--- src/rtl/hwag_cap_filter.sv ---
// Crank VR input conditioning: 2-FF sync, debounce, edge select, period measure, min/max checks.
// Optional reject counter is built only when HWAG_CAP_STAT_EN is defined.
module hwag_cap_filter #(
    parameter int FILT_W = 8,
    parameter int PCNT_W = 24
) (
    input  logic              clk,
    input  logic              nrst,
    input  logic              en,
    input  logic              cap_in,
    input  logic [FILT_W-1:0] filt_top,
    input  logic              edge_sel,
    input  logic [PCNT_W-1:0] cmin,
    input  logic [PCNT_W-1:0] cmax,
    input  logic              stat_clr,
    output logic              cap_lvl,
    output logic              cap_stb,
    output logic [PCNT_W-1:0] cap_per,
    output logic              cap_first,
    output logic              cap_short,
    output logic              cap_to,
    output logic [15:0]       cap_rej_cnt
);

    typedef enum logic {
        ST_IDLE = 1'b0,
        ST_RUN  = 1'b1
    } state_t;

    logic              r_sync1;
    logic              r_sync2;
    logic              r_lvl;
    logic [FILT_W-1:0] r_fcnt;
    logic              r_edge;

    state_t            r_state;
    state_t            w_state_next;
    logic [PCNT_W-1:0] r_pcnt;
    logic [PCNT_W-1:0] w_pcnt_next;
    logic [PCNT_W-1:0] r_per;
    logic [PCNT_W-1:0] w_per_next;
    logic [PCNT_W-1:0] w_pcnt_inc;

    logic              r_stb;
    logic              r_first;
    logic              r_short;
    logic              r_to;
    logic              w_stb;
    logic              w_first;
    logic              w_short;
    logic              w_to;

    logic              w_differ;
    logic              w_toggle;
    logic              w_edge;

    assign w_differ = (r_sync2 != r_lvl);
    assign w_toggle = w_differ && (r_fcnt == filt_top);
    // Level after the toggle is ~r_lvl; match it against the selected edge direction.
    assign w_edge   = w_toggle && ((~r_lvl) == edge_sel);

    always_ff @(posedge clk) begin
        if (!nrst) begin
            r_sync1 <= 1'b0;
            r_sync2 <= 1'b0;
            r_lvl   <= 1'b0;
            r_fcnt  <= '0;
            r_edge  <= 1'b0;
        end else begin
            r_sync1 <= cap_in;
            r_sync2 <= r_sync1;
            r_edge  <= w_edge;
            if (!w_differ) begin
                r_fcnt <= '0;
            end else if (w_toggle) begin
                r_lvl  <= ~r_lvl;
                r_fcnt <= '0;
            end else begin
                r_fcnt <= r_fcnt + FILT_W'(1);
            end
        end
    end

    assign w_pcnt_inc = (&r_pcnt) ? r_pcnt : (r_pcnt + PCNT_W'(1));

    always_comb begin
        w_state_next = r_state;
        w_pcnt_next  = r_pcnt;
        w_per_next   = r_per;
        w_stb        = 1'b0;
        w_first      = 1'b0;
        w_short      = 1'b0;
        w_to         = 1'b0;
        if (!en) begin
            w_state_next = ST_IDLE;
            w_pcnt_next  = '0;
        end else begin
            case (r_state)
                ST_IDLE: begin
                    w_pcnt_next = '0;
                    if (r_edge) begin
                        w_first      = 1'b1;
                        w_pcnt_next  = PCNT_W'(1);
                        w_state_next = ST_RUN;
                    end
                end
                ST_RUN: begin
                    // An edge always wins over a same-cycle timeout.
                    if (r_edge) begin
                        if (r_pcnt >= cmin) begin
                            w_stb       = 1'b1;
                            w_per_next  = r_pcnt;
                            w_pcnt_next = PCNT_W'(1);
                        end else begin
                            w_short     = 1'b1;
                            w_pcnt_next = w_pcnt_inc;
                        end
                    end else if ((cmax != '0) && (r_pcnt == cmax)) begin
                        w_to         = 1'b1;
                        w_pcnt_next  = '0;
                        w_state_next = ST_IDLE;
                    end else begin
                        w_pcnt_next = w_pcnt_inc;
                    end
                end
                default: begin
                    w_state_next = ST_IDLE;
                    w_pcnt_next  = '0;
                end
            endcase
        end
    end

    always_ff @(posedge clk) begin
        if (!nrst) begin
            r_state <= ST_IDLE;
            r_pcnt  <= '0;
            r_per   <= '0;
            r_stb   <= 1'b0;
            r_first <= 1'b0;
            r_short <= 1'b0;
            r_to    <= 1'b0;
        end else begin
            r_state <= w_state_next;
            r_pcnt  <= w_pcnt_next;
            r_per   <= w_per_next;
            r_stb   <= w_stb;
            r_first <= w_first;
            r_short <= w_short;
            r_to    <= w_to;
        end
    end

    assign cap_lvl   = r_lvl;
    assign cap_stb   = r_stb;
    assign cap_per   = r_per;
    assign cap_first = r_first;
    assign cap_short = r_short;
    assign cap_to    = r_to;

`ifdef HWAG_CAP_STAT_EN
    logic [15:0] r_rej_cnt;

    always_ff @(posedge clk) begin
        if (!nrst) begin
            r_rej_cnt <= 16'h0000;
        end else if (stat_clr) begin
            r_rej_cnt <= 16'h0000;
        end else if (w_short && (r_rej_cnt != 16'hFFFF)) begin
            r_rej_cnt <= r_rej_cnt + 16'h0001;
        end
    end

    assign cap_rej_cnt = r_rej_cnt;
`else
    logic w_unused_stat;

    assign w_unused_stat = stat_clr;
    assign cap_rej_cnt   = 16'h0000;
`endif

endmodule
--- config.mk ---
export PLATFORM = sky130hd
export DESIGN_NAME = hwag_cap_filter
export DESIGN_NICKNAME = d
export VERILOG_FILES = /design/src/rtl/hwag_cap_filter.sv
export SDC_FILE = /design/constraint.sdc
export NUM_CORES = 1
export LEC_CHECK = 0
export CORE_UTILIZATION = 50
export CTS_BUF_LIST = sky130_fd_sc_hd__clkbuf_4
export DETAILED_ROUTE_END_ITERATION = 10
export PLACE_DENSITY = 0.93
export SLEW_MARGIN = 20
export SYNTH_ARGS = -nofsm -noshare
export SYNTH_HDL_FRONTEND = slang
export SYNTH_SLANG_ARGS = --single-unit
--- constraint.sdc ---
create_clock -name clk -period 2.69 [get_ports clk]
set_clock_uncertainty 0.05 [all_clocks]
set_input_delay 0.538 -clock clk [delete_from_list [all_inputs] [get_ports clk]]
set_output_delay 0.538 -clock clk [all_outputs]
set_load 0.02 [all_outputs]
==> impl_metrics.xml <==
<?xml version="1.0" encoding="UTF-8"?>
<metrics>
  <group name="global_routing">
    <metric name="globalRoute.totalOverflow" unit="">0</metric>
    <metric name="grt_start_max_net_pins" unit="">55</metric>
    <metric name="antenna_found_initial" unit="">0</metric>
    <metric name="grt_pass1_vias" unit="">3537</metric>
    <metric name="grt_use_total" unit="%">25.2</metric>
    <metric name="grt_pass1_wl" unit="um">16400</metric>
  </group>
  <group name="route">
    <metric name="met2_wirelength" unit="um">4950</metric>
    <metric name="post_drt_via_cell_ratio" unit="">5.36</metric>
    <metric name="wl_met3" unit="um">680</metric>
    <metric name="wirelength" unit="um">10000</metric>
    <metric name="postRouteAntennaNets" unit="">0</metric>
    <metric name="wl_met1" unit="um">4180</metric>
    <metric name="remaining_drc_errors" unit="">0</metric>
    <metric name="total_via_count_in_the_routed_design" unit="">3550</metric>
    <metric name="dr.max_layer_used" unit="">met4</metric>
    <metric name="routedWlPerCell" unit="um">15.1</metric>
    <metric name="dr.first_iter.drc_count" unit="">380</metric>
    <metric name="number_of_iterations_in_the_first_detailed_routing_pass" unit="">4</metric>
  </group>
  <group name="final_layout">
    <metric name="antenna_cells" unit="">0</metric>
    <metric name="fillers" unit="">546</metric>
    <metric name="syn2layout_area_growth" unit="%">30.4</metric>
    <metric name="final_layout_size_suffix_gt1_share" unit="%">8.17</metric>
    <metric name="postLayoutCellArea" unit="sq mm">0.00503</metric>
    <metric name="finish.net_count" unit="">646</metric>
  </group>
  <group name="synthesis">
    <metric name="post_synth.cell_area_avg" unit="sq um">8.39</metric>
    <metric name="yosysWarnings" unit="">0</metric>
    <metric name="synth_most_common_cell" unit="">dfxtp_1</metric>
    <metric name="post_synth_main_area_contributors" unit="">dfxtp_1 (34%), xor2_1 (10%), ha_1 (8.4%)</metric>
    <metric name="synth_seq_area_share" unit="%">33.7</metric>
    <metric name="synth-async-reset-ratio" unit="%">0</metric>
    <metric name="netlist-cell-type-count" unit="">43</metric>
    <metric name="synth-edff-count" unit="">0</metric>
    <metric name="synthCells" unit="">460</metric>
    <metric name="synthesis.area" unit="sq mm">0.00386</metric>
    <metric name="postSynthRegisterBits" unit="">65</metric>
    <metric name="synth_top_cell_area_share" unit="%">33.7</metric>
    <metric name="postSynth.topFlopCell" unit="">dfxtp_1</metric>
    <metric name="synth_area_leader_cell" unit="">dfxtp_1</metric>
    <metric name="synth_top_cells_by_count" unit="">dfxtp_1 (65), nand2_1 (64), xor2_1 (45), nor3_1 (33), inv_1 (27)</metric>
  </group>
  <group name="pwr">
    <metric name="power_density" unit="mW/mm^2">356</metric>
    <metric name="cellLeakagePower" unit="nW">1.99</metric>
    <metric name="power_switching" unit="uW">448</metric>
    <metric name="share_comb_of_total_power" unit="%">10.8</metric>
    <metric name="seqPwrFrac" unit="%">53.8</metric>
    <metric name="share_clk_of_total_power" unit="%">35.3</metric>
    <metric name="vdd.ir_drop.worst" unit="mV">0.377</metric>
    <metric name="cell_internal_pwr" unit="mW">1.34</metric>
    <metric name="netSwitchingFraction" unit="%">25.0</metric>
  </group>
  <group name="run">
    <metric name="maxCapViolations" unit="">0</metric>
  </group>
  <group name="sta">
    <metric name="hold_viol_final" unit="">0</metric>
    <metric name="finalWorstSetupSlack" unit="ns">0.128</metric>
    <metric name="max_freq" unit="MHz">390</metric>
    <metric name="setup_viol" unit="">0</metric>
    <metric name="maxSlewViolCount" unit="">0</metric>
    <metric name="unrepaired_setup_endpoints_after_global_routing" unit="">yes</metric>
    <metric name="worstMarginPinSlew" unit="ns">0.525</metric>
    <metric name="relSlewSlack" unit="%">64.6</metric>
    <metric name="final.min_clock_period" unit="ns">2.56</metric>
    <metric name="timing.final.crit_share" unit="%">95.2</metric>
  </group>
  <group name="cts">
    <metric name="clk_latency" unit="ns">0.41</metric>
    <metric name="post-cts-setup-buffers" unit="">0</metric>
    <metric name="worst_setup_hold_path_clk_slew" unit="ns">0.11</metric>
    <metric name="clkSinkCount" unit="">65</metric>
    <metric name="clock_tree_from_tritoncts" unit="">done</metric>
    <metric name="cts-htree-levels" unit="">3</metric>
    <metric name="clk_path_buf_depth" unit="">2</metric>
    <metric name="post_cts_hold_buffer_count" unit="">0</metric>
    <metric name="cts.root.buffer_cell" unit="">clkbuf_4</metric>
    <metric name="cts_inserted_buffers" unit="">9</metric>
  </group>
  <group name="min_path">
    <metric name="worstHoldPathType" unit="">flop to flop</metric>
  </group>
  <group name="die">
    <metric name="floorplan.io_pins" unit="">107</metric>
    <metric name="starting_density_of_the_core" unit="%">52.4</metric>
    <metric name="dieHeight" unit="um">89.9</metric>
    <metric name="design.die.area" unit="sq mm">0.00807</metric>
    <metric name="floorplan.core_area" unit="sq mm">0.00737</metric>
    <metric name="num_rows" unit="">31</metric>
    <metric name="die_width" unit="um">89.9</metric>
  </group>
  <group name="critical_path">
    <metric name="reg2reg_setup_slack" unit="ns">0.29</metric>
    <metric name="worst_r2r_endpoint" unit="">r_pcnt[18]$_SDFF_PN0_</metric>
    <metric name="number_of_cells_traversed_by_the_worst_register_to_register_path" unit="">6</metric>
    <metric name="r2r_start" unit="">r_pcnt[1]$_SDFF_PN0_</metric>
    <metric name="crit_buf_inv" unit="">5</metric>
    <metric name="crit_path_cell_trace" unit="">clkdlybuf4s50_1, inv_1, ha_1, nand4_1, buf_4, nor3_1, a22o_1, nor3_1, buf_4, a21oi_2, buf_12, mux2i_2</metric>
    <metric name="worst-path-max-fanout" unit="">17</metric>
    <metric name="crit_path_max_incr_delay" unit="ns">0.45</metric>
    <metric name="crit_required" unit="ns">2.99</metric>
    <metric name="start_kind" unit="">input port</metric>
    <metric name="critical-path-top-delay-family" unit="">buffers and inverters</metric>
    <metric name="cp-startpoint" unit="">cmin[21]</metric>
    <metric name="cp-endpoint" unit="">cap_per[17]$_SDFFE_PN0P_</metric>
    <metric name="critical_path.endpoint_type" unit="">flop</metric>
    <metric name="worstPathArrival" unit="ns">2.86</metric>
    <metric name="timing.setup.critical_path_class" unit="">input port to flop</metric>
    <metric name="critical-path-slowest-cell" unit="">clkdlybuf4s50_1</metric>
    <metric name="crit_cells" unit="">12</metric>
  </group>
  <group name="place">
    <metric name="gp_congestion" unit="">0.904</metric>
    <metric name="io_buffers" unit="">89</metric>
    <metric name="dp_slack" unit="ns">-0.276</metric>
    <metric name="placedInstanceArea" unit="sq mm">0.00490</metric>
    <metric name="dp_hpwl" unit="um">7640</metric>
  </group>
  <group name="run_status">
    <metric name="status" unit="">complete, no violations</metric>
  </group>
</metrics>
==> power groups by stage <==
stage / combinational, mW / clock (mW) / sequential (mW)
2_1_floorplan: 0.0935 / 0 / 0.987
3_3_place_gp: 0.187 / 0 / 0.987
3_5_place_dp: 0.192 / 0 / 0.987
4_1_cts: 0.193 / 0.632 / 0.965
5_1_grt: 0.210 / 0.671 / 0.965
6_report: 0.194 / 0.633 / 0.965
==> cell families (layout without fill, tap and decap cells) <==
logic type	Yosys count	count (layout)	share of synthesized area, %
simple gates	189	189	24.4
fa+ha+maj	26	26	8.43
other cells	1	16	0.0972
xor+xnor	62	62	14.1
compound gates	25	25	4.18
mux	26	26	6.74
buf+inv	66	154	8.40
flops	65	65	33.7
==> registers in the layout (all words and copies together) (netlist names) <==
name / cells
cap_first: 1
cap_lvl: 1
cap_per: 24
cap_short: 1
cap_stb: 1
cap_to: 1
r_edge: 1
r_fcnt: 8
r_pcnt: 24
r_state: 1
r_sync1: 1
r_sync2: 1
==> area by class of cell <==
class                           count  area (sq um)  share of cell area [%]
Inverter                           27           101                    2.01
Tap cell                           99           124                    2.46
Timing Repair Buffer              111          1080                    21.5
Clock buffer                        9          67.6                    1.34
Clock inverter                      7          61.3                    1.22
Multi-Input combinational cell    344          2290                    45.6
Sequential cell                    65          1300                    25.9
==> worst min-delay path by stage <==
stage / from / endpoint / slack, ns / depth (start not counted)
5_1_grt: cap_per[14]$_SDFFE_PN0P_ / cap_per[14]$_SDFFE_PN0P_ / 0.43 / 2
6_report: r_sync1$_SDFF_PN0_ / r_sync2$_SDFF_PN0_ / 0.42 / 1
4_1_cts: r_sync1$_SDFF_PN0_ / r_sync2$_SDFF_PN0_ / 0.41 / 1
3_3_place_gp: r_sync1$_SDFF_PN0_ / r_sync2$_SDFF_PN0_ / 0.37 / 1
2_1_floorplan: r_sync1$_SDFF_PN0_ / r_sync2$_SDFF_PN0_ / 0.36 / 1
3_5_place_dp: r_sync1$_SDFF_PN0_ / r_sync2$_SDFF_PN0_ / 0.38 / 1
==> layer usage <==
metal	track usage (%)	vias to the layer above
li1	-	1739
met1	29.1	1643
met2	45.8	144
met3	4.65	24
met4	10.1	0
met5	0	-
==> metrics by stage <==
step                      hold slack, ns  setup TNS (ns)  std cells  util, %  power [mW]
after global placement             0.369           -7.55        646     66.5        1.17
after CTS                          0.409               0        662     68.2        1.79
after global routing               0.430         -0.0347        662     68.3        1.85
after detailed placement           0.385          -11.10        646     66.5        1.18
after floorplan                    0.362               0        475        -        1.08
final                              0.416               0        662     68.3        1.79
==> repair_timing <==
action                                  in CTS  in global routing
endpoints found under the hold margin        0                  0
resized for setup                            0                  1
endpoints found under the setup margin       0                  3
==> cell usage in the layout (no fill, tap or decap), drive strengths merged, types with 4 or more instances in the layout <==
cell           Yosys  layout
dfxtp             65      65
ha                26      26
buf               25      22
nand2             64      64
conb               1      16
inv               27      27
nor3              34      34
nand3             19      19
o21ai              5       5
xor2              45      45
nor4              17      17
and2               4       4
and3               6       6
a21oi             11      11
nor2              20      20
nand4             13      13
xnor2             17      17
clkdlybuf4s50      0      89
clkinv             0       6
clkbuf            14       9
mux2i             26      26
Power figures use the tool's default switching activity.
